`src/rtl/maxpool_flatten_if.sv`:
```
// Handshake/bus bundle between the pooling stage, the conv-map BRAM and the feature BRAM.
interface maxpool_flatten_if #(
  parameter int DATA_WIDTH = 16,
  parameter int IN_AW      = 13,
  parameter int OUT_AW     = 11
);
  logic                         start;
  logic [IN_AW-1:0]             in_addr;
  logic                         in_en;
  logic signed [DATA_WIDTH-1:0] in_q;
  logic [OUT_AW-1:0]            out_addr;
  logic                         out_we;
  logic signed [DATA_WIDTH-1:0] out_d;
  logic                         busy;
  logic                         done;

  modport master (
    input  start, in_q,
    output in_addr, in_en, out_addr, out_we, out_d, busy, done
  );
  modport slave (
    output start, in_q,
    input  in_addr, in_en, out_addr, out_we, out_d, busy, done
  );
endinterface

```
`src/rtl/maxpool_flatten.sv`:
```
// 2x2/stride-2 max-pool over a CHANNELS x IN_H x IN_W map, written out flattened channel-major.
module maxpool_flatten #(
  parameter int DATA_WIDTH = 16,
  parameter int CHANNELS   = 8,
  parameter int IN_H       = 28,
  parameter int IN_W       = 28,
  parameter int LAT        = 1
) (
  input  logic clk,
  input  logic reset_n,
  maxpool_flatten_if.master bus
);
  localparam int N_IN  = CHANNELS * IN_H * IN_W;
  localparam int N_OUT = N_IN / 4;
  localparam int IAW   = $clog2(N_IN);
  localparam int OAW   = (N_OUT > 1) ? $clog2(N_OUT) : 1;
  localparam int HO    = IN_H / 2;
  localparam int WO    = IN_W / 2;
  localparam int CW    = (CHANNELS > 1) ? $clog2(CHANNELS) : 1;
  localparam int RW    = (HO > 1) ? $clog2(HO) : 1;
  localparam int KW    = (WO > 1) ? $clog2(WO) : 1;
  localparam int LW    = (LAT > 1) ? $clog2(LAT) : 1;

  if ((IN_H % 2) != 0 || (IN_W % 2) != 0 || LAT < 1) begin : g_param_err
    $fatal(1, "maxpool_flatten: IN_H and IN_W must be even and LAT >= 1");
  end

  typedef enum logic [2:0] {S_IDLE, S_READ, S_WAIT, S_CMP, S_WRITE, S_FINISH} state_t;

  state_t                       state_q;
  logic [CW-1:0]                c_q;
  logic [RW-1:0]                r_q;
  logic [KW-1:0]                col_q;
  logic [1:0]                   tap_q;
  logic [LW-1:0]                wait_q;
  logic [IAW-1:0]               base_q, in_addr_q;
  logic [OAW-1:0]               out_addr_q;
  logic signed [DATA_WIDTH-1:0] max_q, out_d_q, max_d;
  logic                         out_we_q, busy_q, done_q;
  logic [IAW-1:0]               tap_addr_d, base_d;
  logic                         col_last, row_last, ch_last;

  assign col_last = (col_q == KW'(WO - 1));
  assign row_last = (r_q == RW'(HO - 1));
  assign ch_last  = (c_q == CW'(CHANNELS - 1));

  always_comb begin
    max_d = max_q;
    if (tap_q == 2'd0 || bus.in_q > max_q) max_d = bus.in_q;
    case (tap_q)
      2'd0:    tap_addr_d = base_q + IAW'(1);
      2'd1:    tap_addr_d = base_q + IAW'(IN_W);
      default: tap_addr_d = base_q + IAW'(IN_W + 1);
    endcase
    // Stepping off the last window of a row pair (or of a channel) skips the odd row.
    base_d = col_last ? base_q + IAW'(IN_W + 2) : base_q + IAW'(2);
  end

  always_ff @(posedge clk or negedge reset_n) begin
    if (!reset_n) begin
      state_q    <= S_IDLE;
      c_q        <= '0;
      r_q        <= '0;
      col_q      <= '0;
      tap_q      <= '0;
      wait_q     <= '0;
      base_q     <= '0;
      in_addr_q  <= '0;
      out_addr_q <= '0;
      max_q      <= '0;
      out_d_q    <= '0;
      out_we_q   <= 1'b0;
      busy_q     <= 1'b0;
      done_q     <= 1'b0;
    end else begin
      done_q   <= 1'b0;
      out_we_q <= 1'b0;
      case (state_q)
        S_IDLE: if (bus.start) begin
          c_q        <= '0;
          r_q        <= '0;
          col_q      <= '0;
          tap_q      <= '0;
          base_q     <= '0;
          in_addr_q  <= '0;
          out_addr_q <= '0;
          busy_q     <= 1'b1;
          state_q    <= S_READ;
        end
        S_READ: begin
          wait_q  <= LW'(LAT - 1);
          state_q <= (LAT == 1) ? S_CMP : S_WAIT;
        end
        S_WAIT: begin
          wait_q <= wait_q - LW'(1);
          if (wait_q == LW'(1)) state_q <= S_CMP;
        end
        S_CMP: begin
          max_q <= max_d;
          if (tap_q == 2'd3) begin
            out_d_q  <= max_d;
            out_we_q <= 1'b1;
            state_q  <= S_WRITE;
          end else begin
            tap_q     <= tap_q + 2'd1;
            in_addr_q <= tap_addr_d;
            state_q   <= S_READ;
          end
        end
        S_WRITE: begin
          if (col_last && row_last && ch_last) begin
            state_q <= S_FINISH;
          end else begin
            tap_q      <= '0;
            base_q     <= base_d;
            in_addr_q  <= base_d;
            out_addr_q <= out_addr_q + OAW'(1);
            state_q    <= S_READ;
            if (!col_last) col_q <= col_q + KW'(1);
            else begin
              col_q <= '0;
              if (!row_last) r_q <= r_q + RW'(1);
              else begin
                r_q <= '0;
                c_q <= c_q + CW'(1);
              end
            end
          end
        end
        S_FINISH: begin
          done_q  <= 1'b1;
          busy_q  <= 1'b0;
          state_q <= S_IDLE;
        end
        default: state_q <= S_IDLE;
      endcase
    end
  end

  assign bus.in_en    = (state_q == S_READ);
  assign bus.in_addr  = in_addr_q;
  assign bus.out_addr = out_addr_q;
  assign bus.out_we   = out_we_q;
  assign bus.out_d    = out_d_q;
  assign bus.busy     = busy_q;
  assign bus.done     = done_q;
endmodule

```
`src/flat_wrapper.sv`:
```
// flat-port wrapper written by rule: the top's interface ports become plain ports
module maxpool_flatten_flat 
#(
  parameter int DATA_WIDTH = 16,
  parameter int CHANNELS   = 8,
  parameter int IN_H       = 28,
  parameter int IN_W       = 28,
  parameter int LAT        = 1
)
  (clk, reset_n, bus_start, bus_in_q, bus_in_addr, bus_in_en, bus_out_addr, bus_out_we, bus_out_d, bus_busy, bus_done);
  maxpool_flatten_if #(.DATA_WIDTH(DATA_WIDTH)) bus_i ();
  input  logic clk;
  input  logic reset_n;
  input wire logic [$bits(bus_i.start)-1:0] bus_start;
  input wire logic [$bits(bus_i.in_q)-1:0] bus_in_q;
  output wire logic [$bits(bus_i.in_addr)-1:0] bus_in_addr;
  output wire logic [$bits(bus_i.in_en)-1:0] bus_in_en;
  output wire logic [$bits(bus_i.out_addr)-1:0] bus_out_addr;
  output wire logic [$bits(bus_i.out_we)-1:0] bus_out_we;
  output wire logic [$bits(bus_i.out_d)-1:0] bus_out_d;
  output wire logic [$bits(bus_i.busy)-1:0] bus_busy;
  output wire logic [$bits(bus_i.done)-1:0] bus_done;
  assign bus_i.start = bus_start;
  assign bus_i.in_q = bus_in_q;
  assign bus_in_addr = bus_i.in_addr;
  assign bus_in_en = bus_i.in_en;
  assign bus_out_addr = bus_i.out_addr;
  assign bus_out_we = bus_i.out_we;
  assign bus_out_d = bus_i.out_d;
  assign bus_busy = bus_i.busy;
  assign bus_done = bus_i.done;
  maxpool_flatten #(.DATA_WIDTH(DATA_WIDTH), .CHANNELS(CHANNELS), .IN_H(IN_H), .IN_W(IN_W), .LAT(LAT)) u_core (.clk(clk), .reset_n(reset_n), .bus(bus_i));
endmodule
```
`config.mk`:
```
export PLATFORM = sky130hd
export DESIGN_NAME = maxpool_flatten_flat
export DESIGN_NICKNAME = d
export VERILOG_FILES = /design/src/rtl/maxpool_flatten_if.sv /design/src/rtl/maxpool_flatten.sv /design/src/flat_wrapper.sv
export SDC_FILE = /design/constraint.sdc
export NUM_CORES = 1
export LEC_CHECK = 0
export ABC_AREA = 1
export CORE_ASPECT_RATIO = 1.4
export CORE_UTILIZATION = 25
export CTS_CLUSTER_SIZE = 40
export DETAILED_ROUTE_END_ITERATION = 12
export PLACE_DENSITY = 0.44
export SLEW_MARGIN = 25
export SYNTH_ARGS = -nofsm -noshare
export SYNTH_HDL_FRONTEND = slang
export SYNTH_SLANG_ARGS = --single-unit
```
`constraint.sdc`:
```
create_clock -name clk -period 4.2 [get_ports clk]
set_clock_uncertainty 0.2 [all_clocks]
set_input_delay 0.84 -clock clk [delete_from_list [all_inputs] [get_ports clk]]
set_output_delay 0.84 -clock clk [all_outputs]
set_load 0.1 [all_outputs]
```
==> impl_metrics.json <==
{
  "crit_start": "u_core.state_q[1]",
  "end_kind": "output pin",
  "min_path_type": "reg2reg",
  "syn_area_sq_um": 5210,
  "r2r-end": "u_core.bus.in_addr[12]",
  "clock_sinks": 88,
  "period_share": 0.786,
  "antenna_found_initial": 0,
  "r2r_start": "u_core.tap_q[0]",
  "synth-xor-area-share": 0.00673,
  "yosysUniqueCellTypes": 43,
  "avgSynthCellArea_sq_um": 7.66,
  "root_buffer": "clkbuf_16",
  "cts_tree": "yes",
  "hold_ws_ns": 0.275,
  "seqCellArea_sq_um": 2200,
  "worst_pin_slew_ns": 1.04,
  "cts.repair.resized": 0,
  "maxCapViolations": 0,
  "cpPeakStageDelay_ns": 1.14,
  "avgViaCountPerCell": 4.48,
  "diodes": 0,
  "die_y_um": 173,
  "ir_drop_v": 0.000243,
  "synth_edf_count": 0,
  "drt_iter0_markers": 237,
  "grt_remaining_overflow": 0,
  "p_leak_nw": 3.09,
  "ant_nets": 0,
  "track_usage": 0.137,
  "floorplan.rows": 62,
  "die_w_um": 124,
  "multi_input_area_sq_um": 2560,
  "cp_slowest_cell": "clkdlybuf4s50_1",
  "num_io_pins": 63,
  "slew_headroom": 0.306,
  "worstPathArrival_ns": 2.26,
  "num_vias": 4504,
  "async_flop_share": 1.00,
  "outcome": "complete, no violations",
  "synth_top_family_by_area": "simple AND/OR/NAND/NOR gates",
  "synth_seq_area_share": 0.423,
  "cts_hold_buf": 0,
  "fmax_mhz": 303,
  "drt_first_pass_iters": 4,
  "finalPower_w": 0.00483,
  "start_util": 0.254,
  "area_delta_synth_final_pct": 22.8,
  "cts_max_level": 3,
  "mostFrequentLayoutCells": "194 x nand2_1, 88 x nand3_1, 88 x dfrtp_1",
  "wl_per_cell_um": 13.7,
  "worstSetupStartpointType": "flop",
  "report.final.slew_viol_count": 0,
  "drive_above_1_share": 0.0694,
  "grt_max_degree": 62,
  "powerDensity_nw_per_um2": 755,
  "io_buffer_count": 62,
  "drc": 0,
  "wirelength_um": 13800,
  "fillers": 2211,
  "setup_viol": 0,
  "worstPathRequired_ns": 3.16,
  "critical_path_class": "reg2out",
  "clk_pin_slew_worst_paths_ns": 0.07,
  "final_nets": 796,
  "rsz0062_at_grt": "false",
  "cts_buffer_depth": 2,
  "grt_pass1_vias": 4537,
  "cts_setup_buffers": 0,
  "synthAdderAreaFrac": 0.0769,
  "syn-num-nets": 731,
  "grt_pass1_wl_um": 22900,
  "core_sq_um": 20500,
  "layout_commonest_cell": "nand2_1",
  "dieArea_sq_um": 21400,
  "min_period_ns": 3.30,
  "place_hpwl_um": 9920,
  "ys_seq_elements": 88,
  "synth_cells": 680,
  "cp_max_fo": 4,
  "regToRegSetupSlack_ns": 1.30,
  "synthFlopType": "dfrtp_1",
  "crit_end": "bus_in_en",
  "post-route-util": 0.312,
  "yosys.area_share.simple": 0.316,
  "synth_compound_area_frac": 0.0916,
  "gp_congestion": 0.761,
  "yosys-mux-area-fraction": 0,
  "numCtsBuffers": 9,
  "hold_viol_final": 0,
  "cp_cell_sequence": "inv_1 > nand2_1 > nor2_1 > clkdlybuf4s50_1",
  "tns_ns": 0,
  "reg2reg_depth": 13,
  "ys_warn_count": 0,
  "insertion_delay_ns": 0.34
}
[synth_stat cells, types with 2 or more instances]
master,n,share of area
nand2_2,4,0.0048
nand3_2,2,0.0038
a2bb2oi_1,2,0.0034
a21boi_1,4,0.0058
o21ai_1,12,0.012
nor2_4,6,0.013
o22ai_1,2,0.0024
o21ai_0,29,0.028
buf_2,8,0.0077
o31ai_1,2,0.0029
inv_2,8,0.0058
nor2_1,33,0.024
o211ai_1,3,0.0043
o21a_1,2,0.0029
a21oi_2,2,0.0034
a21oi_1,25,0.024
nor3_1,10,0.0096
xor2_1,2,0.0034
buf_4,2,0.0029
nor2_2,3,0.0036
clkbuf_1,2,0.0014
xnor2_1,2,0.0034
dfrtp_1,88,0.42
nor4_1,2,0.0024
nand2_1,194,0.14
inv_1,86,0.062
nand3_1,88,0.085
ha_1,32,0.077
or2_0,4,0.0048
nand4_1,8,0.0096
[power breakdown]
group	switching (W)	internal [W]	total, W
Combinational	0.00207	0.000709	0.00278
Sequential	0.000148	0.00110	0.00125
Clock	0.000345	0.000460	0.000804
Total	0.00256	0.00227	0.00483
[worst max-delay path: cells and delay by family (launching register included)]
| family | cells | cell delay (ns) |
|---|---|---|
| buffers and inverters | 2 | 1.26 |
| flip-flops | 1 | 0.41 |
| AND/OR/NAND/NOR | 2 | 0.24 |
[state kept, by name, summed over array words and instances, names as in the netlist, 3 cells and up]
register             flops
u_core.base_q           12
u_core.bus.in_addr      13
u_core.bus.out_addr     11
u_core.bus.out_d        16
u_core.c_q               3
u_core.col_q             4
u_core.max_q            16
u_core.r_q               4
u_core.state_q           3
[how the worst min path moves through the flow]
stage               cells past startpoint                  start                     to  slack, ns
CTS                                     2        u_core.max_q[4]        u_core.max_q[4]       0.28
global placement                        2  u_core.bus.in_addr[2]  u_core.bus.in_addr[2]       0.25
floorplan                               2       u_core.max_q[10]       u_core.max_q[10]       0.25
finish                                  2  u_core.bus.in_addr[2]  u_core.bus.in_addr[2]       0.28
global route                            2       u_core.max_q[12]       u_core.max_q[12]       0.30
detailed placement                      2        u_core.max_q[4]        u_core.max_q[4]       0.26
[area by class of cell]
cell class,count,area share
Clock inverter,3,0.00685
Clock buffer,12,0.0370
Timing Repair Buffer,68,0.104
Tap cell,256,0.0501
Inverter,97,0.0575
Sequential cell,88,0.344
Multi-Input combinational cell,481,0.400
[kinds of logic after synthesis]
family | Yosys count
DFF | 88
xor gates and xnor gates | 4
AOI/OAI and AO/OA | 85
adders and majority gates | 32
buffers and inverters | 111
and+or+nand+nor | 360
[per-stage QoR]
step | std cells | cell area, sq um | worst slack [ns]
6_report | 1005 | 6390 | 0.899
5_1_grt | 1005 | 6390 | 0.809
4_1_cts | 1005 | 6390 | 0.844
3_5_place_dp | 990 | 6110 | 1.01
3_3_place_gp | 990 | 6110 | 1.05
2_1_floorplan | 680 | 5210 | 1.30
[per-layer routing]
metal | up-vias | global-route usage | share of wire
li1 | 2340 | - | -
met5 | - | 0 | 0
met2 | 60 | 0.250 | 0.52
met4 | 0 | 0.0471 | 0.014
met3 | 11 | 0.0185 | 0.023
met1 | 2093 | 0.161 | 0.44
(Power assumes the default switching activity.)
